--- config.mk ---
export PLATFORM = sky130hd
export DESIGN_NAME = fpnew_simd_sequencer
export DESIGN_NICKNAME = d
export VERILOG_FILES = /design/src/rtl/fpnew_pkg.sv /design/src/rtl/fpnew_simd_sequencer.sv
export SDC_FILE = /design/constraint.sdc
export NUM_CORES = 1
export LEC_CHECK = 0
export ABC_AREA = 1
export BUFFER_PORTS_ARGS = -buffer_cell sky130_fd_sc_hd__buf_2
export CORE_UTILIZATION = 50
export CTS_CLUSTER_DIAMETER = 50
export DETAILED_ROUTE_END_ITERATION = 8
export HOLD_SLACK_MARGIN = 0.05
export PLACE_DENSITY_LB_ADDON = 0.3
export SLEW_MARGIN = 5
export SYNTH_ARGS = -nofsm -noshare
export SYNTH_HDL_FRONTEND = slang
export SYNTH_SLANG_ARGS = --single-unit
--- constraint.sdc ---
create_clock -name clk_i -period 4.3 [get_ports clk_i]
set_input_delay 0.86 -clock clk_i [delete_from_list [all_inputs] [get_ports clk_i]]
set_output_delay 0.86 -clock clk_i [all_outputs]
set_load 0.01 [all_outputs]
--- src/rtl/fpnew_pkg.sv ---
// Shared types for the SIMD sequencer: per-lane FP status flags, sequencer
// states and the beat-count helper.
package fpnew_pkg;

  typedef struct packed {
    logic NV;
    logic DZ;
    logic OF;
    logic UF;
    logic NX;
  } status_t;

  typedef enum logic [1:0] {
    SEQ_IDLE,
    SEQ_ISSUE,
    SEQ_DRAIN,
    SEQ_DONE
  } seq_state_e;

  function automatic int unsigned num_beats(int unsigned width, int unsigned fp_width,
                                            int unsigned phys_lanes);
    return (width / fp_width) / phys_lanes;
  endfunction

endpackage

--- src/rtl/fpnew_simd_sequencer.sv ---
// Time-multiplexes one packed SIMD FP operation over NumPhysLanes physical lanes
// and reassembles the in-order beat results into a single output transaction.
module fpnew_simd_sequencer import fpnew_pkg::*; #(
  parameter int unsigned Width        = 64,
  parameter int unsigned FpWidth      = 16,
  parameter int unsigned NumPhysLanes = 1,
  parameter int unsigned NumOperands  = 3,
  parameter type         TagType      = logic
) (
  input  logic                                    clk_i,
  input  logic                                    rst_ni,
  input  logic [NumOperands*Width-1:0]            operands_i,
  input  logic                                    vectorial_op_i,
  input  logic [Width/FpWidth-1:0]                simd_mask_i,
  input  TagType                                  tag_i,
  input  logic                                    in_valid_i,
  output logic                                    in_ready_o,
  input  logic                                    flush_i,
  output logic [NumPhysLanes*NumOperands*FpWidth-1:0] unit_operands_o,
  output logic [NumPhysLanes-1:0]                 unit_mask_o,
  output logic                                    unit_valid_o,
  input  logic                                    unit_ready_i,
  input  logic [NumPhysLanes*FpWidth-1:0]         unit_result_i,
  input  logic [NumPhysLanes*5-1:0]               unit_status_i,
  input  logic                                    unit_valid_i,
  output logic                                    unit_ready_o,
  output logic [Width-1:0]                        result_o,
  output status_t                                 status_o,
  output TagType                                  tag_o,
  output logic                                    out_valid_o,
  input  logic                                    out_ready_i,
  output logic                                    busy_o
);

  localparam int unsigned NUM_LANES = Width / FpWidth;
  localparam int unsigned NUM_BEATS = num_beats(Width, FpWidth, NumPhysLanes);
  localparam int unsigned CNT_W     = $clog2(NUM_BEATS + 1);

  if ((Width / FpWidth) % NumPhysLanes != 0) begin : g_bad_lane_cfg
    $error("NumPhysLanes must divide Width/FpWidth");
  end

  seq_state_e                   state_q, state_d;
  logic [CNT_W-1:0]             issue_cnt_q, issue_cnt_d;
  logic [CNT_W-1:0]             collect_cnt_q, collect_cnt_d;
  logic [CNT_W-1:0]             beats_q, beats_d;
  logic [NumOperands*Width-1:0] ops_q, ops_d;
  logic [NUM_LANES-1:0]         mask_q, mask_d;
  TagType                       tag_q, tag_d;
  logic [Width-1:0]             result_q, result_d;
  status_t                      status_q, status_d;

  logic issue_fire, collect_legal, collect_fire;

  always_comb begin
    state_d       = state_q;
    issue_cnt_d   = issue_cnt_q;
    collect_cnt_d = collect_cnt_q;
    beats_d       = beats_q;
    ops_d         = ops_q;
    mask_d        = mask_q;
    tag_d         = tag_q;
    result_d      = result_q;
    status_d      = status_q;
    in_ready_o    = 1'b0;
    unit_valid_o  = 1'b0;
    unit_ready_o  = 1'b0;
    out_valid_o   = 1'b0;

    unique case (state_q)
      SEQ_IDLE: begin
        in_ready_o = ~flush_i;
        if (in_valid_i && !flush_i) begin
          ops_d         = operands_i;
          // Scalar ops only honour lane 0 of the mask.
          mask_d        = vectorial_op_i ? simd_mask_i : NUM_LANES'(simd_mask_i[0]);
          tag_d         = tag_i;
          beats_d       = vectorial_op_i ? CNT_W'(NUM_BEATS) : CNT_W'(1);
          issue_cnt_d   = '0;
          collect_cnt_d = '0;
          result_d      = '1;
          status_d      = '0;
          state_d       = SEQ_ISSUE;
        end
      end
      SEQ_ISSUE: begin
        unit_valid_o = 1'b1;
        unit_ready_o = 1'b1;
      end
      SEQ_DRAIN: unit_ready_o = 1'b1;
      SEQ_DONE:  out_valid_o  = 1'b1;
      default:   state_d      = SEQ_IDLE;
    endcase

    issue_fire    = unit_valid_o & unit_ready_i;
    // A zero-latency unit returns its result in the same cycle the beat is issued.
    collect_legal = unit_ready_o && (collect_cnt_q < beats_q)
                    && ((collect_cnt_q < issue_cnt_q) || issue_fire);
    collect_fire  = unit_valid_i & ~flush_i & collect_legal;

    if (issue_fire) issue_cnt_d = issue_cnt_q + CNT_W'(1);

    if (collect_fire) begin
      for (int unsigned p = 0; p < NumPhysLanes; p++) begin
        result_d[(32'(collect_cnt_q) * NumPhysLanes + p) * FpWidth +: FpWidth] =
            unit_result_i[p*FpWidth +: FpWidth];
        status_d = status_t'(status_d | (unit_status_i[p*5 +: 5]
                   & {5{mask_q[32'(collect_cnt_q) * NumPhysLanes + p]}}));
      end
      collect_cnt_d = collect_cnt_q + CNT_W'(1);
    end

    if (state_q == SEQ_ISSUE && issue_fire && issue_cnt_d == beats_q)
      state_d = (collect_cnt_d == beats_q) ? SEQ_DONE : SEQ_DRAIN;
    if (state_q == SEQ_DRAIN && collect_cnt_d == beats_q) state_d = SEQ_DONE;
    if (state_q == SEQ_DONE && out_ready_i) state_d = SEQ_IDLE;

    if (flush_i) begin
      state_d       = SEQ_IDLE;
      issue_cnt_d   = '0;
      collect_cnt_d = '0;
    end
  end

  always_comb begin
    unit_operands_o = '0;
    unit_mask_o     = '0;
    if (state_q == SEQ_ISSUE) begin
      for (int unsigned o = 0; o < NumOperands; o++) begin
        for (int unsigned p = 0; p < NumPhysLanes; p++) begin
          unit_operands_o[(o*NumPhysLanes + p) * FpWidth +: FpWidth] =
              ops_q[o*Width + (32'(issue_cnt_q) * NumPhysLanes + p) * FpWidth +: FpWidth];
        end
      end
      for (int unsigned p = 0; p < NumPhysLanes; p++)
        unit_mask_o[p] = mask_q[32'(issue_cnt_q) * NumPhysLanes + p];
    end
  end

  always_ff @(posedge clk_i or negedge rst_ni) begin
    if (!rst_ni) begin
      state_q       <= SEQ_IDLE;
      issue_cnt_q   <= '0;
      collect_cnt_q <= '0;
      beats_q       <= '0;
      ops_q         <= '0;
      mask_q        <= '0;
      tag_q         <= '0;
      result_q      <= '0;
      status_q      <= '0;
    end else begin
      state_q       <= state_d;
      issue_cnt_q   <= issue_cnt_d;
      collect_cnt_q <= collect_cnt_d;
      beats_q       <= beats_d;
      ops_q         <= ops_d;
      mask_q        <= mask_d;
      tag_q         <= tag_d;
      result_q      <= result_d;
      status_q      <= status_d;
    end
  end

  assign result_o = result_q;
  assign status_o = status_q;
  assign tag_o    = tag_q;
  assign busy_o   = (state_q != SEQ_IDLE);

  a_collect_legal: assert property (@(posedge clk_i) disable iff (!rst_ni)
      (unit_valid_i && !flush_i) |-> collect_legal);

  a_issue_stable: assert property (@(posedge clk_i) disable iff (!rst_ni)
      (unit_valid_o && !unit_ready_i && !flush_i)
      |=> (unit_valid_o && $stable(unit_operands_o) && $stable(unit_mask_o)));

  a_out_stable: assert property (@(posedge clk_i) disable iff (!rst_ni)
      (out_valid_o && !out_ready_i && !flush_i)
      |=> (out_valid_o && $stable(result_o) && $stable(status_o) && $stable(tag_o)));

endmodule
==> flow_metrics.tcl <==
set metrics [dict create \
    timing.hold.ws_ns 0.259 \
    cts_sinks 276 \
    grt_max_degree 209 \
    pre_cts_ws_ns 0.913 \
    p_clk_frac 0.285 \
    layout_common_cells "nand2_1 (560), buf_2 (348), dfrtp_1 (274), o21ai_0 (192), a21oi_1 (136)" \
    grt_usage 0.307 \
    synth-compound-area-share 0.155 \
    portBuffers 349 \
    p_comb_frac 0.285 \
    final_area_sq_um 15600 \
    max_freq_ghz 0.245 \
    min_period_ns 4.07 \
    synth.top_cell.area_share 0.541 \
    timing.final.crit_share 0.948 \
    synthMuxAreaShare 0 \
    clk_pin_slew_ns 0.06 \
    cp_data_required_time_ns 3.44 \
    ys_ff_latch 276 \
    synth_area_sq_um 12800 \
    reg2reg_depth 8 \
    synth_top_family_by_area "simple AND/OR/NAND/NOR gates" \
    rows 58 \
    area_growth_pct 22.4 \
    arrival_ns 3.21 \
    finalSetupTns_ns 0 \
    outcome "finished, final reports clean" \
    slew_headroom 0.145 \
    yosys_warnings 0 \
    cts_max_level 1 \
    yosys.area_share.simple 0.223 \
    worst-slew-pin-transition_ns 1.28 \
    gp_congestion 0.950 \
    hold_buffers 0 \
    yosysSeqAreaShare 0.541 \
    core_sq_um 25100 \
    die_width_um 162 \
    syn_area_per_cell_sq_um 7.97 \
    cp-end-kind "output port" \
    grt_antenna_before_repair 6 \
    synth_cell_types 30 \
    p_leak_uw 0.00768 \
    power.share.sequential 0.429 \
    num_vias 12300 \
    root_buffer "clkbuf_16" \
    ios 350 \
    numCtsBuffers 31 \
    dp_hpwl_um 28100 \
    p_per_area_nw_per_um2 572 \
    synth_fa_ha_area_frac 0.0108 \
    hold_path.class "primary input to asynchronous set/reset pin" \
    tritoncts "built" \
    synth_top_cell_by_area "dfrtp_1" \
    wl_per_cell_um 17.9 \
    p_sw_frac 0.354 \
    nNetsFinal 2128 \
    syn_nets 1838 \
    p_sw_uw 3170 \
    setup_viol 0 \
    fp.dieArea_sq_um 26200 \
    setup_slack_ns 0.225 \
    grt_pass1_wl_um 62600 \
    ctsResizeCount 0 \
    ir_worst_vdd_mv 0.310 \
    synth-xor-area-share 0.00206 \
    grt_overflow 0 \
    drt-pass1-iter-count 6 \
    maxCapViolations 0 \
    critPathKind "flop to output port" \
    syn_inst 1601 \
    hold_viol 0 \
    drive_gt1_frac 0.223 \
    synthTopCellsByArea "dfrtp_1 (54%), nand2_1 (16%), o21ai_0 (7.5%)" \
    clkLatencyLatePin_ns 0.55 \
    drt_iter0_markers 1560 \
    skew_ns 0.0155 \
    final_common_cell "nand2_1" \
    drc 0 \
    worstPathMaxFanout 110 \
    clockBufferDepth 3 \
    first_global_vias 11500 \
    slew_violations 0 \
    p_int_uw 5780 \
    dieHeight_um 162 \
    post-cts-setup-buffers 0 \
    drt_wl_total_um 40300 \
    viasPerCell 5.47 \
    rsz0062_at_grt "no" \
    antenna_left 0 \
    start_util 0.508 \
    startpoint_type "flop" \
    placed_area_sq_um 14600 \
]
## cells in the mapped netlist, drive strengths merged
| library cell | n |
|---|---|
| xor2 | 2 |
| nand3 | 41 |
| a21boi | 1 |
| dfrtp | 276 |
| nand2 | 564 |
| o32ai | 16 |
| nor3 | 28 |
| ha | 11 |
| inv | 106 |
| nor2 | 89 |
| a21oi | 137 |
| xnor2 | 1 |
| nor4 | 1 |
| a22o | 1 |
| clkinv | 2 |
| clkbuf | 65 |
| buf | 43 |
| o21ai | 192 |
| o31a | 7 |
| nand4 | 1 |
| o22ai | 17 |
## power groups by stage
stage	Clock [uW]	Sequential (uW)	Combinational [uW]
global placement	0	3840	2440
finish	2550	3840	2550
detailed placement	0	3870	2510
global route	2680	3930	2850
floorplan	0	3760	1560
CTS	2580	3830	2530
## metal layers
layer / wire length (um) / GRT usage
met1: 16600 / 0.422
met2: 18600 / 0.479
met3: 3480 / 0.0567
met4: 1650 / 0.127
met5: 0 / 0
## path summary, 6_finish.rpt
kind	start	to	slack, ns
min reg2reg	ops_q[157]$_DFFE_PN0P_	ops_q[157]$_DFFE_PN0P_	0.47
max in group asynchronous	rst_ni	ops_q[42]$_DFFE_PN0P_	2.87
max	issue_cnt_q[0]$_DFF_PN0_	unit_operands_o[7]	0.23
min in group clk_i	ops_q[157]$_DFFE_PN0P_	ops_q[157]$_DFFE_PN0P_	0.47
min	rst_ni	ops_q[166]$_DFFE_PN0P_	0.26
max reg2reg	collect_cnt_q[0]$_DFF_PN0_	result_o[58]$_DFF_PN0_	1.09
## final cells by class
class | instances | area (sq um)
diodes | 6 | 15.0
multi-input cells | 1109 | 5000
clock buffers | 40 | 820
well taps | 330 | 413
clock inverters | 12 | 148
repair buffers | 365 | 1910
flip-flops and latches | 276 | 6910
inverters | 108 | 408
fillers | 2241 | 9480
## critical path, cell delays in order, from the launching register on
cell	delay (ns)
dfrtp_4	0.73
buf_4	0.85
a21oi_1	0.16
o21ai_0	0.15
nand2_1	0.13
o32ai_1	0.35
buf_2	0.25
## flip-flops by register name, summed over array words and instances, names as in the netlist
register       cells
beats_q            2
state_q            2
tag_o              1
ops_q            192
collect_cnt_q      3
status_o           5
result_o          64
issue_cnt_q        3
mask_q             4
## per-stage QoR
stage | util | instances | total power [uW]
global placement | 0.583 | 2188 | 6280
finish | 0.622 | 2246 | 8950
detailed placement | 0.583 | 2188 | 6380
global route | 0.622 | 2246 | 9460
CTS | 0.622 | 2240 | 8940
floorplan | - | 1601 | 5330
## cell families after synthesis
group | count (synthesis)
AO/OA/AOI/OAI | 371
XOR/XNOR | 3
adder cells (fa/ha/maj) | 11
buffers and inverters | 216
flip-flops | 276
AND/OR/NAND/NOR | 724
(Power assumes the default switching activity.)
